**src/rtl/decoder_scan_sequencer.sv**
```systemverilog
// decoder_scan_sequencer: steps a 3-bit select plus enable through the lines
// of a downstream 3-to-8 decoder, holding each line for a programmable dwell.
// Optional feature macro: SCAN_SKIP_MASK_EN (adds skip_mask[7:0]; masked
// lines are never driven).
//
// Handshake: start is a level request that is accepted on any edge where the
// sequencer is idle (busy=0) and stop=0; busy acts as "not ready", so start is
// ignored while busy=1. dir/one_shot/dwell (and skip_mask) are captured only
// on the accepting edge.
module decoder_scan_sequencer #(
   parameter int DWELL_W = 8
) (
   input  logic               clk,
   input  logic               rst,
   input  logic               start,
   input  logic               stop,
   input  logic               dir,
   input  logic               one_shot,
   input  logic [DWELL_W-1:0] dwell,
`ifdef SCAN_SKIP_MASK_EN
   input  logic [7:0]         skip_mask,
`endif
   output logic               a0,
   output logic               a1,
   output logic               a2,
   output logic               dec_en,
   output logic               busy,
   output logic               done,
   output logic               wrap,
   output logic               state_dbg
);

   typedef enum logic {IDLE = 1'b0, RUN = 1'b1} state_t;

   state_t             state, n_state;
   logic [2:0]         addr, n_addr;
   logic [DWELL_W-1:0] cnt, n_cnt;
   logic [DWELL_W-1:0] reload, n_reload;
   logic               dir_q, n_dir_q;
   logic               os_q, n_os_q;
   logic               done_q, n_done;
   logic               wrap_q, n_wrap;
   logic [7:0]         mask_q;
   logic [7:0]         start_mask;
   logic [2:0]         last_line;

`ifdef SCAN_SKIP_MASK_EN
   logic [7:0] n_mask;
   assign start_mask = skip_mask;
`else
   assign mask_q     = 8'h00;
   assign start_mask = 8'h00;
`endif

   // First unmasked line met when scanning from the start point in direction d.
   function automatic logic [2:0] first_line(input logic d, input logic [7:0] m);
      logic [2:0] r;
      logic [2:0] p;
      logic       found;
      r     = d ? 3'd7 : 3'd0;
      found = 1'b0;
      for (int i = 0; i < 8; i++) begin
         p = d ? 3'(7 - i) : 3'(i);
         if (!found && !m[p]) begin
            r     = p;
            found = 1'b1;
         end
      end
      return r;
   endfunction

   // Next unmasked line after a, searching circularly in direction d.
   function automatic logic [2:0] step_line(input logic [2:0] a, input logic d,
                                            input logic [7:0] m);
      logic [2:0] r;
      logic [2:0] p;
      logic       found;
      r     = a;
      found = 1'b0;
      for (int i = 1; i < 8; i++) begin
         p = d ? a - 3'(i) : a + 3'(i);
         if (!found && !m[p]) begin
            r     = p;
            found = 1'b1;
         end
      end
      return r;
   endfunction

   // The last line before the wrap point is the first line of the opposite scan.
   assign last_line = first_line(~dir_q, mask_q);

   // Next-state and next-output logic for the IDLE/RUN sequencer.
   always_comb begin
      n_state  = state;
      n_addr   = addr;
      n_cnt    = cnt;
      n_reload = reload;
      n_dir_q  = dir_q;
      n_os_q   = os_q;
      n_done   = 1'b0;
      n_wrap   = 1'b0;
`ifdef SCAN_SKIP_MASK_EN
      n_mask   = mask_q;
`endif
      case (state)
         IDLE: begin
            if (start && !stop) begin
               if (&start_mask) begin
                  n_done = 1'b1;
               end else begin
                  n_state  = RUN;
                  n_addr   = first_line(dir, start_mask);
                  n_dir_q  = dir;
                  n_os_q   = one_shot;
                  n_reload = (dwell == '0) ? '0 : dwell - 1'b1;
                  n_cnt    = (dwell == '0) ? '0 : dwell - 1'b1;
`ifdef SCAN_SKIP_MASK_EN
                  n_mask   = start_mask;
`endif
               end
            end
         end
         RUN: begin
            if (stop) begin
               n_state = IDLE;
            end else if (cnt != '0) begin
               n_cnt = cnt - 1'b1;
            end else if (addr != last_line) begin
               n_addr = step_line(addr, dir_q, mask_q);
               n_cnt  = reload;
            end else if (!os_q) begin
               n_addr = first_line(dir_q, mask_q);
               n_cnt  = reload;
               n_wrap = 1'b1;
            end else begin
               n_state = IDLE;
               n_done  = 1'b1;
            end
         end
         default: n_state = IDLE;
      endcase
   end

   // State and datapath registers with synchronous reset.
   always_ff @(posedge clk) begin
      if (rst) begin
         state  <= IDLE;
         addr   <= 3'd0;
         cnt    <= '0;
         reload <= '0;
         dir_q  <= 1'b0;
         os_q   <= 1'b0;
         done_q <= 1'b0;
         wrap_q <= 1'b0;
`ifdef SCAN_SKIP_MASK_EN
         mask_q <= 8'h00;
`endif
      end else begin
         state  <= n_state;
         addr   <= n_addr;
         cnt    <= n_cnt;
         reload <= n_reload;
         dir_q  <= n_dir_q;
         os_q   <= n_os_q;
         done_q <= n_done;
         wrap_q <= n_wrap;
`ifdef SCAN_SKIP_MASK_EN
         mask_q <= n_mask;
`endif
      end
   end

   assign a0        = addr[0];
   assign a1        = addr[1];
   assign a2        = addr[2];
   assign dec_en    = (state == RUN);
   assign busy      = (state == RUN);
   assign done      = done_q;
   assign wrap      = wrap_q;
   assign state_dbg = (state == RUN);

endmodule

```
**config.mk**
```make
export PLATFORM = sky130hd
export DESIGN_NAME = decoder_scan_sequencer
export DESIGN_NICKNAME = d
export VERILOG_FILES = /design/src/rtl/decoder_scan_sequencer.sv
export SDC_FILE = /design/constraint.sdc
export NUM_CORES = 1
export LEC_CHECK = 0
export ABC_AREA = 1
export CAP_MARGIN = 20
export CORE_AREA = 3 3 60 62
export DETAILED_ROUTE_END_ITERATION = 16
export DIE_AREA = 0 0 63 65
export HOLD_SLACK_MARGIN = 0.15
export PLACE_DENSITY = 0.77
export SLEW_MARGIN = 40
export SYNTH_ARGS = -nofsm -noshare
export SYNTH_HDL_FRONTEND = slang
export SYNTH_SLANG_ARGS = --single-unit
```
**constraint.sdc**
```tcl
create_clock -name clk -period 2.8 [get_ports clk]
set_input_delay 0.56 -clock clk [delete_from_list [all_inputs] [get_ports clk]]
set_output_delay 0.56 -clock clk [all_outputs]
set_load 0.05 [all_outputs]
```
==> run metrics, run 1 <==
status finished clean; Diodes inserted 0; H-tree depth 1; fraction of the yosys area taken by sequential cells between 20 and 30%; Cells after Synth around 280; GR Overflow Total 0; Nets 316; first-pass GRT wire length between 6000 and 7000 um; Crit Reg-Reg Startpoint cnt[0]$_SDFFE_PP0P_; Final ANT Viol Nets 0; WP data required approximately 2200 ps; Clock transition at path regs 140 ps; Hold Startpoint os_q$_SDFFE_PP0P_; clk_skew 9.55 ps; DIE HEIGHT approximately 65 um; core area ~3100 um^2; GRT Total Usage 19.8%; reg-to-reg slack, setup 1110 ps; DRC violations left 0; syn nets 297; initial antenna violation count 0; fin crit share between 80% and 90%; P&R area growth vs syn 15.5%; final setup violating endpoints 0; die footprint around 4100 um^2; post-synthesis register bit count 24; vias in the first global route approximately 1600; mean cell area of the mapped netlist 6.05 um^2; final slew viol count 0; Post-CTS Repair Setup Buffers 0; Hold Crit Class flop to flop; Non-Filler Instances around 340; Worst Hold Path EP wrap$_SDFF_PP0_; Cell Pwr Density 465 nW/um^2; r2r worst-path depth 9; Slew headroom 62.8%; via count around 1700; CP Launch Type flop; worst hold slack 465 ps; row cnt 20; largest net degree at the start of global routing 18; DIE WIDTH between 60 and 70 um; peak supply drop 0.254 mV; post_cts resized 0; Skew-Pair Late Insertion Delay 320 ps; Yosys cell types 24; Pre-antenna DRT Iters 4; most frequent cells in the layout 75 x nand2_1, 43 x nor2_1, 39 x inv_1; placed insts around 340; synthesized area approximately 1700 um^2; clock sinks 24; RSZ-0062 raised after global routing no; kind of end point of the critical path primary output; Tot Pwr 0.900 mW; Highest Clock Rate 0.446 GHz; leakage power about 0.95 nW; MaxCap Viol Count 0; Max Root-Sink Buffers 2; DRT iter0 DRCs 89; Critical Path Fanout Max 16; port buffer count 21; Setup CP Type flop to primary output; CTS tree built; FF-to-FF End addr[1]$_SDFFE_PP0P_; Ports 22; WL final 3730 um; commonest non-fill, non-tap cell in the layout nand2_1; initial core utilization 54.4%; worst-margin pin slew about 560 ps; Fillers 299; routability-driven placement congestion ratio 0.871; YS warnings 0; layout cells sized above 1 6.78%; final setup TNS 0 ps; Root Buffer clkbuf_4; # hold bufs at CTS 0; wire per inst roughly 11 um; final hold violation count 0; Util after Layout 62.9%; via-per-instance ratio 5.04; critical path arrival 1680 ps; DPL Wire Length between 2000 and 3000 um; min Tclk post-route 2240 ps; Num CTS Buffers 3; Hold Path Depth 1
## flip-flops by register name (all words and copies together), names as in the netlist
| register | flops |
|---|---|
| done | 1 |
| cnt | 8 |
| reload | 8 |
| addr | 3 |
| busy | 1 |
| dir_q | 1 |
| wrap | 1 |
| os_q | 1 |
## worst max-delay path by stage
| stage | depth (start not counted) | slack [ps] | from | end |
|---|---|---|---|---|
| after floorplan | 8 | 1020 | addr[0]$_SDFFE_PP0P_ | addr[2]$_SDFFE_PP0P_ |
| after CTS | 2 | 550 | busy$_SDFF_PP0_ | dec_en |
| after global routing | 2 | 490 | busy$_SDFF_PP0_ | busy |
| final | 2 | 560 | busy$_SDFF_PP0_ | dec_en |
| after detailed placement | 10 | 580 | dwell[0] | cnt[4]$_SDFFE_PP0P_ |
| after global placement | 10 | 640 | dwell[0] | cnt[0]$_SDFFE_PP0P_ |
## power by group
part | leakage, nW | switching (mW) | internal (mW)
Combinational | 0.727 | 0.205 | 0.116
Clock | 0.0210 | 0.111 | 0.0796
Sequential | 0.198 | 0.0200 | 0.369
## final cells by class
class | count | area, um^2 | share of cell area (%)
Multi-Input combinational cell | 203 | 981 | 50.7
Sequential cell | 24 | 480 | 24.8
Timing Repair Buffer | 24 | 233 | 12.0
Inverter | 40 | 150 | 7.76
Tap cell | 44 | 55.1 | 2.84
Clock buffer | 4 | 36.3 | 1.87
## through the flow
step | instance area [um^2] | worst slack (ps)
2_1_floorplan | 1680 | 1020
3_3_place_gp | 1900 | 645
3_5_place_dp | 1900 | 582
4_1_cts | 1940 | 553
5_1_grt | 1940 | 488
6_report | 1940 | 557
## cell usage after synthesis, drive strengths merged
master / number / share of area [%]
nand4: 6 / 2.2
a21oi: 16 / 4.8
dfxtp: 24 / 29
nor2: 47 / 12
a211oi: 1 / 0.45
nor4: 2 / 0.75
o21ai: 16 / 4.8
ha: 5 / 3.7
nand2: 80 / 19
fa: 1 / 1.2
xor2: 1 / 0.52
clkbuf: 3 / 0.67
inv: 40 / 9.0
nand3: 28 / 9.7
buf: 7 / 3.1
## metal layers
metal | GRT usage, % | vias up | share of wire [%]
met1 | 22.6 | 752 | 45
met3 | 5.37 | 6 | 6.3
met2 | 34.9 | 47 | 47
met4 | 7.44 | 0 | 1.8
met5 | 0 | - | 0
li1 | - | 905 | -
## worst max-delay path: stages, from the launching register on
cell	delay, ps
dfxtp_1	330
buf_4	200
clkdlybuf4s50_1	830
## kinds of logic after synthesis
group,share of synthesized area [%]
AND/OR/NAND/NOR,43.1
flip-flops,28.7
AO/OA/AOI/OAI,10.0
buffers and inverters,12.8
adder cells (fa/ha/maj),4.93
XOR/XNOR,0.523
Note: power is estimated with default switching activity, not from simulation.
==> inputs of run 2 (changes only) <==
--- a/config.mk
+++ b/config.mk
@@ -7,11 +7,11 @@
 export LEC_CHECK = 0
 export ABC_AREA = 1
 export CAP_MARGIN = 20
-export CORE_AREA = 3 3 60 62
+export CORE_AREA = 3 3 63 65
 export DETAILED_ROUTE_END_ITERATION = 16
-export DIE_AREA = 0 0 63 65
+export DIE_AREA = 0 0 66 68
 export HOLD_SLACK_MARGIN = 0.15
-export PLACE_DENSITY = 0.77
+export PLACE_DENSITY = 0.73
 export SLEW_MARGIN = 40
 export SYNTH_ARGS = -nofsm -noshare
 export SYNTH_HDL_FRONTEND = slang
==> constraint.sdc (replaced) <==
create_clock -name clk -period 1.95 [get_ports clk]
set_input_delay 0.39 -clock clk [delete_from_list [all_inputs] [get_ports clk]]
set_output_delay 0.39 -clock clk [all_outputs]
set_load 0.05 [all_outputs]
==> run metrics, run 2 (synthesis gave the netlist of run 1 again) <==
DIE WIDTH around 66 um; Final ANT Viol Nets 0; wire per inst 11.3 um; final hold violation count 0; Cell Pwr Density roughly 650 nW/um^2; routability-driven placement congestion ratio 0.870; WL final 3950 um; via-per-instance ratio 4.83; DIE HEIGHT about 68 um; core area ~3400 um^2; P&R area growth vs syn 22.3%; Diodes inserted 0; Critical Path Fanout Max 3; CP Launch Type flop; peak supply drop 0.473 mV; Clock transition at path regs 140 ps; vias in the first global route 1490; Top Family by Delay on Critical Path buffers and inverters; CP cell instances clkdlybuf4s50_1; Fillers 326; Crit Reg-Reg Startpoint cnt[1]$_SDFFE_PP0P_; Ports 22; most frequent cells in the layout 75 x nand2_1, 43 x nor2_1, 39 x inv_1; DRC violations left 0; reg-to-reg slack, setup 260 ps; Worst Hold Path EP wrap$_SDFF_PP0_; Highest Clock Rate 0.527 GHz; Hold Path Depth 1; CP peak stage delay 810 ps; Hold Crit Class flop to flop; final setup violating endpoints 0; WP data required 1560 ps; Hold Startpoint os_q$_SDFFE_PP0P_; Nets 326; Reg area 480 um^2; worst-margin pin slew 504 ps; largest net degree at the start of global routing 18; FF-to-FF End addr[1]$_SDFFE_PP0P_; initial antenna violation count 0; r2r worst-path depth 9; RSZ-0062 raised after global routing no; layout cells sized above 1 10.8%; row cnt 21; clk_skew 9.61 ps; final slew viol count 0; worst path bufs/invs 1; die footprint 4490 um^2; leakage power 1.04 nW; via count 1694; design area 2050 um^2; fin crit share 97.3%; Skew-Pair Late Insertion Delay 320 ps; GRT Total Usage between 10% and 20%; Cell Area, Placed 2010 um^2; GR Overflow Total 0; Util after Layout about three fifths; Num CTS Buffers 3; first-pass GRT wire length 6710 um; initial core utilization 49.4%; slowest CP cell clkdlybuf4s50_1; critical path arrival 1510 ps; status finished clean; CTS tree built; port buffer count 21; DRT iter0 DRCs 157; MaxCap Viol Count 0; Pre-antenna DRT Iters 4; Root Buffer clkbuf_4; H-tree depth 1; commonest non-fill, non-tap cell in the layout nand2_1; Max Root-Sink Buffers 2; clock sinks 24; Setup CP Type flop to primary output; Slew headroom 66.4%; kind of end point of the critical path primary output; largest registers cnt x8, reload x8, addr x3; DPL Wire Length 3020 um; area of the multi-input gates 981 um^2; min Tclk post-route roughly 1900 ps
[run 2: through the flow]
stage | hold WS [ps] | worst slack, ps | setup TNS (ps) | std cells | total power [mW]
6_report | 468 | 52.8 | 0 | 351 | 1.33
4_1_cts | 466 | 1.74 | 0 | 351 | 1.33
2_1_floorplan | 421 | 173 | 0 | 277 | 0.922
3_5_place_dp | 448 | -70.9 | -225 | 347 | 1.06
5_1_grt | 500 | 6.80 | 0 | 351 | 1.42
3_3_place_gp | 448 | -24.8 | -75.0 | 347 | 1.06
[run 2: worst max path at each step]
| stage | cells after the start | end | start |
|---|---|---|---|
| after detailed placement | 10 | cnt[3]$_SDFFE_PP0P_ | dwell[0] |
| after CTS | 1 | a0 | addr[0]$_SDFFE_PP0P_ |
| final | 1 | a2 | addr[2]$_SDFFE_PP0P_ |
| after floorplan | 8 | addr[2]$_SDFFE_PP0P_ | addr[0]$_SDFFE_PP0P_ |
| after global placement | 11 | cnt[5]$_SDFFE_PP0P_ | dwell[0] |
| after global routing | 1 | a2 | addr[2]$_SDFFE_PP0P_ |
[run 2: final cells by class]
class                           instances  share of cell area (%)
Tap cell                               46                    2.81
Multi-Input combinational cell        203                    47.9
Inverter                               40                    7.33
Timing Repair Buffer                   34                    16.7
Sequential cell                        24                    23.5
Clock buffer                            4                    1.77
[run 2: metal layers]
| metal | share of wire, % | global-route usage (%) | vias to the layer above |
|---|---|---|---|
| met3 | 3.6 | 2.30 | 4 |
| met4 | 0.78 | 4.31 | 0 |
| li1 | - | - | 924 |
| met5 | 0 | 0 | - |
| met2 | 44 | 30.3 | 38 |
| met1 | 52 | 27.2 | 728 |
[run 2: where the power goes]
group,switching (mW),internal (mW)
Combinational,0.313,0.187
Sequential,0.0282,0.530
Clock,0.154,0.114
Total,0.495,0.831
[run 2: what timing repair did]
| action | 4_1_cts | 5_1_grt |
|---|---|---|
| endpoints found under the setup margin | 0 | 2 |
| hold buffers | 0 | 0 |
| setup buffers | 0 | 0 |
| resized for setup | 0 | 2 |
==> inputs of run 3 (changes only) <==
--- a/config.mk
+++ b/config.mk
@@ -7,11 +7,12 @@
 export LEC_CHECK = 0
 export ABC_AREA = 1
 export CAP_MARGIN = 20
-export CORE_AREA = 3 3 63 65
+export CORE_AREA = 3 3 60 62
 export DETAILED_ROUTE_END_ITERATION = 16
-export DIE_AREA = 0 0 66 68
+export DIE_AREA = 0 0 63 65
+export GPL_TIMING_DRIVEN = 0
 export HOLD_SLACK_MARGIN = 0.15
-export PLACE_DENSITY = 0.73
+export PLACE_DENSITY = 0.77
 export SLEW_MARGIN = 40
 export SYNTH_ARGS = -nofsm -noshare
 export SYNTH_HDL_FRONTEND = slang
==> constraint.sdc (replaced) <==
create_clock -name clk -period 2.5 [get_ports clk]
set_input_delay 0.5 -clock clk [delete_from_list [all_inputs] [get_ports clk]]
set_output_delay 0.5 -clock clk [all_outputs]
set_load 0.05 [all_outputs]
==> run metrics, run 3 (synthesis gave the netlist of run 1 again) <==
clock sinks 24; largest net degree at the start of global routing 14; FF-to-FF End cnt[5]$_SDFFE_PP0P_; DRT iter0 DRCs between 100 and 150; peak supply drop around 0.22 mV; Cell Pwr Density about 510 nW/um^2; Clock transition at path regs 130 ps; worst-margin pin slew 495 ps; design area 1980 um^2; Skew-Pair Late Insertion Delay a little over 300 ps; Final ANT Viol Nets 0; CP peak stage delay 790 ps; first-pass GRT wire length 6620 um; status finished clean; kind of end point of the critical path primary output; critical path arrival 1740 ps; DPL Wire Length 2970 um; P&R area growth vs syn 18.0%; Nets 323; CTS tree built; row cnt 20; Diodes inserted 0; area of the multi-input gates 981 um^2; most frequent cells in the layout 75 x nand2_1, 43 x nor2_1, 39 x inv_1; via count about 1700; DRC violations left 0; initial core utilization approximately 54%; Num CTS Buffers 3; Hold Path Depth 1; r2r worst-path depth 10; die footprint 4100 um^2; fin crit share 89.8%; RSZ-0062 raised after global routing no; final setup TNS 0 ps; port buffer count 21; initial antenna violation count 0; Crit Reg-Reg Startpoint cnt[0]$_SDFFE_PP0P_; # hold bufs at CTS 0; MaxCap Viol Count 0; wire per inst about 11 um; Cell Area, Placed about 1900 um^2; Root Buffer clkbuf_4; Post-CTS Repair Setup Buffers 0; post_cts resized 0; final hold violation count 0; WP data required 2000 ps; H-tree depth 1; routability-driven placement congestion ratio 0.856; DIE WIDTH 63 um; most crowded layer after global routing met2; DP Worst Slack 337 ps; fin worst setup slack 256 ps; Highest Clock Rate 0.446 GHz; Reg area 480 um^2; grt met3 use 2.95%; Worst Hold Path EP wrap$_SDFF_PP0_; GR Overflow Total 0; via-per-instance ratio 5.03; WL final roughly 3700 um; final setup violating endpoints 0; DIE HEIGHT 65 um; Pre-antenna DRT Iters 4; Slew headroom 66.9%; Critical Path Fanout Max 7; Max Root-Sink Buffers 2; Hold Crit Class flop to flop; reg-to-reg slack, setup around 780 ps; leakage power ~0.97 nW; Fillers 315; vias in the first global route roughly 1600; commonest non-fill, non-tap cell in the layout nand2_1; GRT Total Usage 19.9%; M1 GR Usage between 20% and 30%; min Tclk post-route ~2200 ps; slowest CP cell clkdlybuf4s50_1; core area 3080 um^2; Setup CP Type flop to primary output; CP cell instances buf_4 -> clkdlybuf4s50_1; Ports 22; layout cells sized above 1 between 7 and 8%; largest registers cnt x8, reload x8, addr x3; met2 global-route usage roughly 35%; final slew viol count 0; Util after Layout 64.2%; clk_skew 2.26 ps; Hold Startpoint os_q$_SDFFE_PP0P_; CP Launch Type flop
## run 3: cell types whose count changed in the layout (fill, tap and decap cells not counted)
cell             change
buf_4               -10
clkdlybuf4s50_1      +5
buf_12               -3
buf_2                +3
clkbuf_1             +3
dlymetal6s2s_1       -2
buf_8                +1
## run 3: per-stage QoR
stage / hold WS [ps] / total power, mW / instances
CTS: 466 / 1.03 / 346
floorplan: 421 / 0.719 / 277
global route: 494 / 1.09 / 346
detailed placement: 453 / 0.821 / 342
finish: 466 / 1.02 / 346
global placement: 452 / 0.813 / 342
## run 3: cell type report
class / instances / area share [%]
clock buffer: 4 / 1.84
sequential: 24 / 24.3
tap: 44 / 2.78
timing repair buffer: 21 / 10.6
multi-input combinational: 203 / 49.6
inverter: 40 / 7.59
buffer: 10 / 3.23
## run 3: critical path: cells and delay by family (launching register included)
kind	cells	cell delay [ps]
buf+inv	2	940
flops	1	490
## run 3: worst max-delay path by stage
stage                               startpoint                    to  slack [ps]  depth (start not counted)
final                          busy$_SDFF_PP0_             state_dbg         260                          2
after global routing           busy$_SDFF_PP0_             state_dbg         190                          2
after CTS                      busy$_SDFF_PP0_             state_dbg         230                          2
after detailed placement              dwell[0]   cnt[7]$_SDFFE_PP0P_         340                         11
after global placement                dwell[0]   cnt[7]$_SDFFE_PP0P_         370                         11
after floorplan           addr[0]$_SDFFE_PP0P_  addr[2]$_SDFFE_PP0P_         720                          8
## run 3: power breakdown
part / switching, mW / internal (mW) / total [mW]
combinational: 0.235 / 0.140 / 0.375
clock: 0.117 / 0.0890 / 0.206
sequential: 0.0235 / 0.413 / 0.437
## run 3: routing by layer
| layer | part of all wire (%) | vias to the layer above | wire length, um |
|---|---|---|---|
| met3 | 3.9 | 7 | 144 |
| met5 | 0 | - | 0 |
| li1 | - | 922 | - |
| met4 | 1.5 | 0 | 55 |
| met1 | 47 | 782 | 1740 |
| met2 | 48 | 31 | 1790 |
